===== src/rtl/vga_fb_arbiter.sv =====
`default_nettype none
// ============================================================================
//  Module      : vga_fb_arbiter
//  Description : Shares one single-port framebuffer RAM (1-cycle read latency)
//                between a VGA scanout prefetcher and a CPU port. The scanout
//                fills a small pixel FIFO. It beats the CPU only when the FIFO
//                is close to running dry (credit < 2). Otherwise the CPU wins
//                and the scanout uses idle RAM cycles.
//  Ports       : clk_i/rst_i       - clock, asynchronous active-high reset
//                frame_start_i     - restart scanout at address 0, flush FIFO
//                pix_ready_i       - pop request from VGA timing
//                pix_data_o/pix_valid_o/underflow_o - FIFO head, non-empty,
//                                    sticky pop-while-empty flag
//                cpu_*             - request/grant CPU port; reads return on
//                                    cpu_rvalid_o one cycle after the grant
//                ram_*             - single-port RAM master interface
//  Revision    : 1.0 - initial release
// ============================================================================
module vga_fb_arbiter #(
    parameter int ADDR_W     = 15,
    parameter int DATA_W     = 12,
    parameter int FB_WORDS   = 19200,
    parameter int FIFO_DEPTH = 4
) (
    input  logic              clk_i,
    input  logic              rst_i,
    input  logic              frame_start_i,
    input  logic              pix_ready_i,
    output logic [DATA_W-1:0] pix_data_o,
    output logic              pix_valid_o,
    output logic              underflow_o,
    input  logic              cpu_req_i,
    input  logic              cpu_we_i,
    input  logic [ADDR_W-1:0] cpu_addr_i,
    input  logic [DATA_W-1:0] cpu_wdata_i,
    output logic              cpu_gnt_o,
    output logic              cpu_rvalid_o,
    output logic [DATA_W-1:0] cpu_rdata_o,
    output logic              ram_en_o,
    output logic              ram_we_o,
    output logic [ADDR_W-1:0] ram_addr_o,
    output logic [DATA_W-1:0] ram_wdata_o,
    input  logic [DATA_W-1:0] ram_rdata_i
);

    localparam int PTR_W = $clog2(FIFO_DEPTH);
    // Two spare bits so occupancy plus one in-flight read never wraps.
    localparam int CNT_W = PTR_W + 2;
    localparam logic [CNT_W-1:0]  C_DEPTH     = CNT_W'(FIFO_DEPTH);
    localparam logic [CNT_W-1:0]  C_URGENT    = CNT_W'(2);
    localparam logic [ADDR_W-1:0] C_LAST_ADDR = ADDR_W'(FB_WORDS - 1);

    typedef enum logic [0:0] {
        ST_HOLD = 1'b0,
        ST_SCAN = 1'b1
    } state_t;

    typedef enum logic [1:0] {
        TAG_NONE = 2'd0,
        TAG_SCAN = 2'd1,
        TAG_CPU  = 2'd2
    } tag_t;

    state_t            r_state;
    state_t            w_state_nxt;
    tag_t              r_tag;
    tag_t              w_tag_nxt;
    logic [ADDR_W-1:0] r_scan_addr;
    logic [DATA_W-1:0] r_fifo [FIFO_DEPTH];
    logic [PTR_W-1:0]  r_wr_ptr;
    logic [PTR_W-1:0]  r_rd_ptr;
    logic [CNT_W-1:0]  r_count;
    logic              r_underflow;

    logic [CNT_W-1:0]  w_credit;
    logic              w_empty;
    logic              w_eligible;
    logic              w_urgent;
    logic              w_scan_gnt;
    logic              w_cpu_gnt;
    logic              w_push;
    logic              w_pop;

    // ------------------------------------------------------------------
    // Arbitration
    // ------------------------------------------------------------------
    always_comb begin
        w_empty    = (r_count == '0);
        // Credit counts the read in flight so the FIFO can never overflow.
        w_credit   = r_count + ((r_tag == TAG_SCAN) ? CNT_W'(1) : CNT_W'(0));
        w_eligible = (r_state == ST_SCAN) && (w_credit < C_DEPTH) && !frame_start_i;
        w_urgent   = w_eligible && (w_credit < C_URGENT);
        w_scan_gnt = 1'b0;
        w_cpu_gnt  = 1'b0;
        // Grants are combinational, so they are masked while reset is held.
        if (!rst_i) begin
            if (w_urgent) begin
                w_scan_gnt = 1'b1;
            end else if (cpu_req_i) begin
                w_cpu_gnt = 1'b1;
            end else if (w_eligible) begin
                w_scan_gnt = 1'b1;
            end
        end
        // A scan read returning during frame_start belongs to the old frame.
        w_push = (r_tag == TAG_SCAN) && !frame_start_i;
        w_pop  = pix_ready_i && !w_empty && !frame_start_i;
    end

    // ------------------------------------------------------------------
    // FSM next state and in-flight tag
    // ------------------------------------------------------------------
    always_comb begin
        w_state_nxt = r_state;
        w_tag_nxt   = TAG_NONE;
        if (frame_start_i) begin
            w_state_nxt = ST_SCAN;
        end else if (w_scan_gnt && (r_scan_addr == C_LAST_ADDR)) begin
            w_state_nxt = ST_HOLD;
        end
        if (w_scan_gnt) begin
            w_tag_nxt = TAG_SCAN;
        end else if (w_cpu_gnt && !cpu_we_i) begin
            w_tag_nxt = TAG_CPU;
        end
    end

    always_ff @(posedge clk_i or posedge rst_i) begin
        if (rst_i) begin
            r_state <= ST_HOLD;
            r_tag   <= TAG_NONE;
        end else begin
            r_state <= w_state_nxt;
            r_tag   <= w_tag_nxt;
        end
    end

    // ------------------------------------------------------------------
    // Scan address, FIFO control, underflow
    // ------------------------------------------------------------------
    always_ff @(posedge clk_i or posedge rst_i) begin
        if (rst_i) begin
            r_scan_addr <= '0;
            r_wr_ptr    <= '0;
            r_rd_ptr    <= '0;
            r_count     <= '0;
            r_underflow <= 1'b0;
        end else begin
            if (pix_ready_i && w_empty) begin
                r_underflow <= 1'b1;
            end
            if (frame_start_i) begin
                r_scan_addr <= '0;
                r_wr_ptr    <= '0;
                r_rd_ptr    <= '0;
                r_count     <= '0;
            end else begin
                if (w_scan_gnt) begin
                    r_scan_addr <= r_scan_addr + ADDR_W'(1);
                end
                if (w_push) begin
                    r_wr_ptr <= r_wr_ptr + PTR_W'(1);
                end
                if (w_pop) begin
                    r_rd_ptr <= r_rd_ptr + PTR_W'(1);
                end
                case ({w_push, w_pop})
                    2'b10:   r_count <= r_count + CNT_W'(1);
                    2'b01:   r_count <= r_count - CNT_W'(1);
                    default: r_count <= r_count;
                endcase
            end
        end
    end

    always_ff @(posedge clk_i) begin
        if (w_push) begin
            r_fifo[r_wr_ptr] <= ram_rdata_i;
        end
    end

    // ------------------------------------------------------------------
    // Outputs
    // ------------------------------------------------------------------
    always_comb begin
        ram_en_o     = w_scan_gnt || w_cpu_gnt;
        ram_we_o     = w_cpu_gnt && cpu_we_i;
        ram_addr_o   = w_cpu_gnt ? cpu_addr_i : r_scan_addr;
        ram_wdata_o  = (w_cpu_gnt && cpu_we_i) ? cpu_wdata_i : '0;
        cpu_gnt_o    = w_cpu_gnt;
        cpu_rvalid_o = (r_tag == TAG_CPU);
        cpu_rdata_o  = (r_tag == TAG_CPU) ? ram_rdata_i : '0;
        pix_valid_o  = !w_empty;
        pix_data_o   = w_empty ? '0 : r_fifo[r_rd_ptr];
        underflow_o  = r_underflow;
    end

endmodule
`default_nettype wire


===== config.mk =====
export PLATFORM = sky130hd
export DESIGN_NAME = vga_fb_arbiter
export DESIGN_NICKNAME = d
export VERILOG_FILES = /design/src/rtl/vga_fb_arbiter.sv
export SDC_FILE = /design/constraint.sdc
export NUM_CORES = 1
export LEC_CHECK = 0
export BUFFER_PORTS_ARGS = -buffer_cell sky130_fd_sc_hd__buf_2
export CORE_MARGIN = 2
export CORE_UTILIZATION = 53
export CTS_CLUSTER_DIAMETER = 50
export DETAILED_ROUTE_END_ITERATION = 12
export HOLD_SLACK_MARGIN = 0.06
export PLACE_DENSITY_LB_ADDON = 0.05
export SLEW_MARGIN = 20
export SYNTH_ARGS = -nofsm -noshare
export SYNTH_HDL_FRONTEND = slang
export SYNTH_SLANG_ARGS = --single-unit

===== constraint.sdc =====
create_clock -name clk_i -period 3.8 [get_ports clk_i]
set_clock_uncertainty 0.15 [all_clocks]
set_input_delay 0.76 -clock clk_i [delete_from_list [all_inputs] [get_ports clk_i]]
set_output_delay 0.76 -clock clk_i [all_outputs]
set_load 0.005 [all_outputs]

==> flow_metrics.py <==
metrics = {
    "status": {
        "outcome": "complete, no violations",
    },
    "sta": {
        "fin_crit_sh": 0.949,
        "hold_slack_ns": 0.357,
        "finalSetupViolations": 0,
        "tns_ns": 0,
        "fmax_mhz": 277,
        "hold_violations": 0,
        "max-slew-margin-rel": 0.378,
        "worst_pin_slew_ns": 0.931,
        "finalMaxSlewViolations": 0,
        "rsz0062_at_grt": "no",
        "post-route-min-period_ns": 3.61,
    },
    "global_routing": {
        "grt_max_degree": 32,
        "grt_use_total": 0.206,
        "antenna_found_initial": 0,
        "grt_pass1_vias": 2432,
        "grt-ovfl-total": 0,
        "grt_pass1_wl_mm": 12.0,
    },
    "critical_path": {
        "path_max_fanout": 31,
        "path_buf_inv": 2,
        "slowest_stage": "dfrtp_1",
        "worst_ep_required_time_ns": 2.89,
        "crit_type": "reg -> out",
        "crit_family": "simple AND/OR/NAND/NOR gates",
        "crit_path_end_kind": "primary output",
        "path_cells": "nor2b_1, and2_1, ha_1, xor2_1, nor3_1, nand3_1, and3_1, buf_6, mux2_1, buf_2",
        "cp_data_arrival_time_ns": 2.70,
        "start_kind": "register",
        "critPathMaxStageDelay_ns": 0.43,
    },
    "pwr": {
        "power_frac_seq": 0.395,
        "swShare": 0.302,
        "pwr-share-comb": 0.322,
        "net-switching-power_uw": 779,
        "ir_worst_vdd_mv": 0.242,
        "cellInternalPower_uw": 1800,
        "total_power_uw": 2580,
        "powerDensity_nw_per_um2": 549,
        "cellLeakagePower_uw": 0.00208,
        "p_clk_frac": 0.283,
    },
    "synthesis": {
        "synth_top_area_frac": 0.374,
        "ys_warn_count": 0,
        "syn_inst": 291,
        "yosys.area.top_type": "edfxtp_1",
        "ys_seq_area_frac": 0.550,
        "synth_edf_count": 48,
        "syn_nets": 344,
        "synth_area_leaders": "edfxtp_1 37%, dfrtp_1 18%, mux4_2 7.0%",
        "ys.flop_type": "edfxtp_1",
        "synth-seq-cells": 75,
        "syn_area_um2": 3850,
        "async_reset_ff_frac": 0.360,
        "yosysUniqueCellTypes": 46,
        "avgSynthCellArea_um2": 13.2,
    },
    "clocking": {
        "htreeDepth": 3,
        "clkTransAtPathRegs_ns": 0.08,
        "postCtsHoldBufs": 0,
        "cts_buffer_depth": 2,
        "clk_latency_ns": 0.34,
        "cts_tree": "built",
        "root_buffer": "clkbuf_8",
        "clkSinkCount": 75,
        "cts_buffers": 9,
    },
    "layout": {
        "drive_above_1_share": 0.389,
        "final_util": 0.658,
        "final_net_count": 446,
        "syn_to_final_growth_pct": 21.8,
        "design_area_um2": 4690,
        "antenna_cells": 0,
    },
    "route": {
        "viasPerCell": 5.30,
        "wl_mm": 7.71,
        "vias": 2635,
        "routedWlPerCell_um": 15.5,
        "drtPass1Iterations": 4,
        "wl_met2_mm": 4.06,
        "drc": 0,
        "route.met3.wl_um": 239,
        "highest_layer": "met4",
        "detail-route-antenna-nets": 0,
        "drtIter0Drc": 93,
        "wirelength_met1_mm": 3.31,
    },
    "min_path": {
        "hold_path.class": "in -> async",
    },
    "placement": {
        "dp_hpwl_mm": 5.36,
        "place_area_um2": 4450,
        "globalplace.congestion": 0.800,
        "port-buffer-count": 101,
    },
    "floorplan": {
        "chipHeight_um": 89.3,
        "core_area_um2": 7140,
        "io_pins": 102,
        "rows": 31,
        "dieWidth_um": 89.3,
        "fp.dieArea_um2": 7970,
        "initial_utilization": 0.540,
    },
    "run": {
        "cap_viol_max_count": 0,
    },
}
flip-flops by register name, indices dropped and copies added, names as in the netlist:
register	flops
r_wr_ptr	2
r_tag	2
underflow_o	1
r_state	1
r_scan_addr	15
r_fifo	48
r_rd_ptr	2
r_count	4
stage by stage:
stage	setup slack, ns	instances
2_1_floorplan	0.601	291
3_3_place_gp	0.565	481
3_5_place_dp	0.472	481
4_1_cts	0.0984	497
5_1_grt	0.0241	497
6_report	0.194	497
Yosys cell counts (5+ instances only):
library cell and n:
a21oi_1 9, nand2_1 11, and2_1 28, nor2b_1 5, nor2_1 15, mux2_4 14
mux4_2 12, o21ai_0 5, nor3_1 6, clkbuf_1 7, dfrtp_1 27, inv_1 6
and3_1 23, ha_1 8, edfxtp_1 48, xor2_1 8
routing by layer:
layer	global-route usage	vias up
met2	0.348	51
met1	0.261	1294
met5	0	-
li1	-	1282
met4	0.0760	0
met3	0.0443	8
logic make-up after synthesis:
| family | synth area share |
|---|---|
| AOI/OAI and AO/OA | 0.0468 |
| xor gates and xnor gates | 0.0273 |
| adders and majority gates | 0.0260 |
| buffers and inverters | 0.0266 |
| DFF | 0.550 |
| muxes | 0.141 |
| and+or+nand+nor | 0.183 |
final cells by class:
type,instances,area (um2)
multi-input cells,194,1630
repair buffers,107,554
inverters,6,22.5
fillers,604,2440
clock buffers,10,128
flip-flops and latches,75,2120
well taps,99,124
clock inverters,6,115
worst register-to-register path, cell delays in order (launching register included):
cell       delay (ns)
dfrtp_1          0.47
or4_1            0.84
nand2_2          0.25
nor3_1           0.09
ha_1             0.33
a2111oi_0        0.56
o21a_1           0.19
nor3_1           0.05
power by group through the flow:
stage                     logic, uW  registers (uW)  clock network (uW)
final                           829            1020                 730
after global routing            938            1030                 787
after CTS                       844            1020                 742
after detailed placement        836            1040                   0
after global placement          819            1030                   0
after floorplan                 602             992                   0
path summary, 6_finish.rpt:
check	start	end	slack (ns)	depth (start not counted)
setup / recovery	r_tag[0]	ram_addr_o[14]	0.19	10
hold / removal	rst_i	r_scan_addr[7]	0.36	3
setup reg to reg	r_count[1]	r_count[3]	0.75	7
hold reg to reg	underflow_o	underflow_o	0.36	1
max in group asynchronous	rst_i	r_rd_ptr[0]	2.87	3
min in group clk_i	underflow_o	underflow_o	0.36	1
placed cells by master, fill, tap and decap left out, types with 8 or more instances in the layout:
master    count
buf_2       101
edfxtp_1     48
and2_1       28
dfrtp_1      27
and3_1       23
nor2_1       15
mux2_4       14
mux4_2       12
nand2_1      11
a21oi_1       9
clkbuf_8      9
xor2_1        8
ha_1          8
timing repair:
action	CTS	global route
setup endpoints to repair	0	15
hold endpoints to repair	0	0
setup buffers	0	0
resized for setup	0	1
No activity file was read; power rests on OpenSTA's default activity.
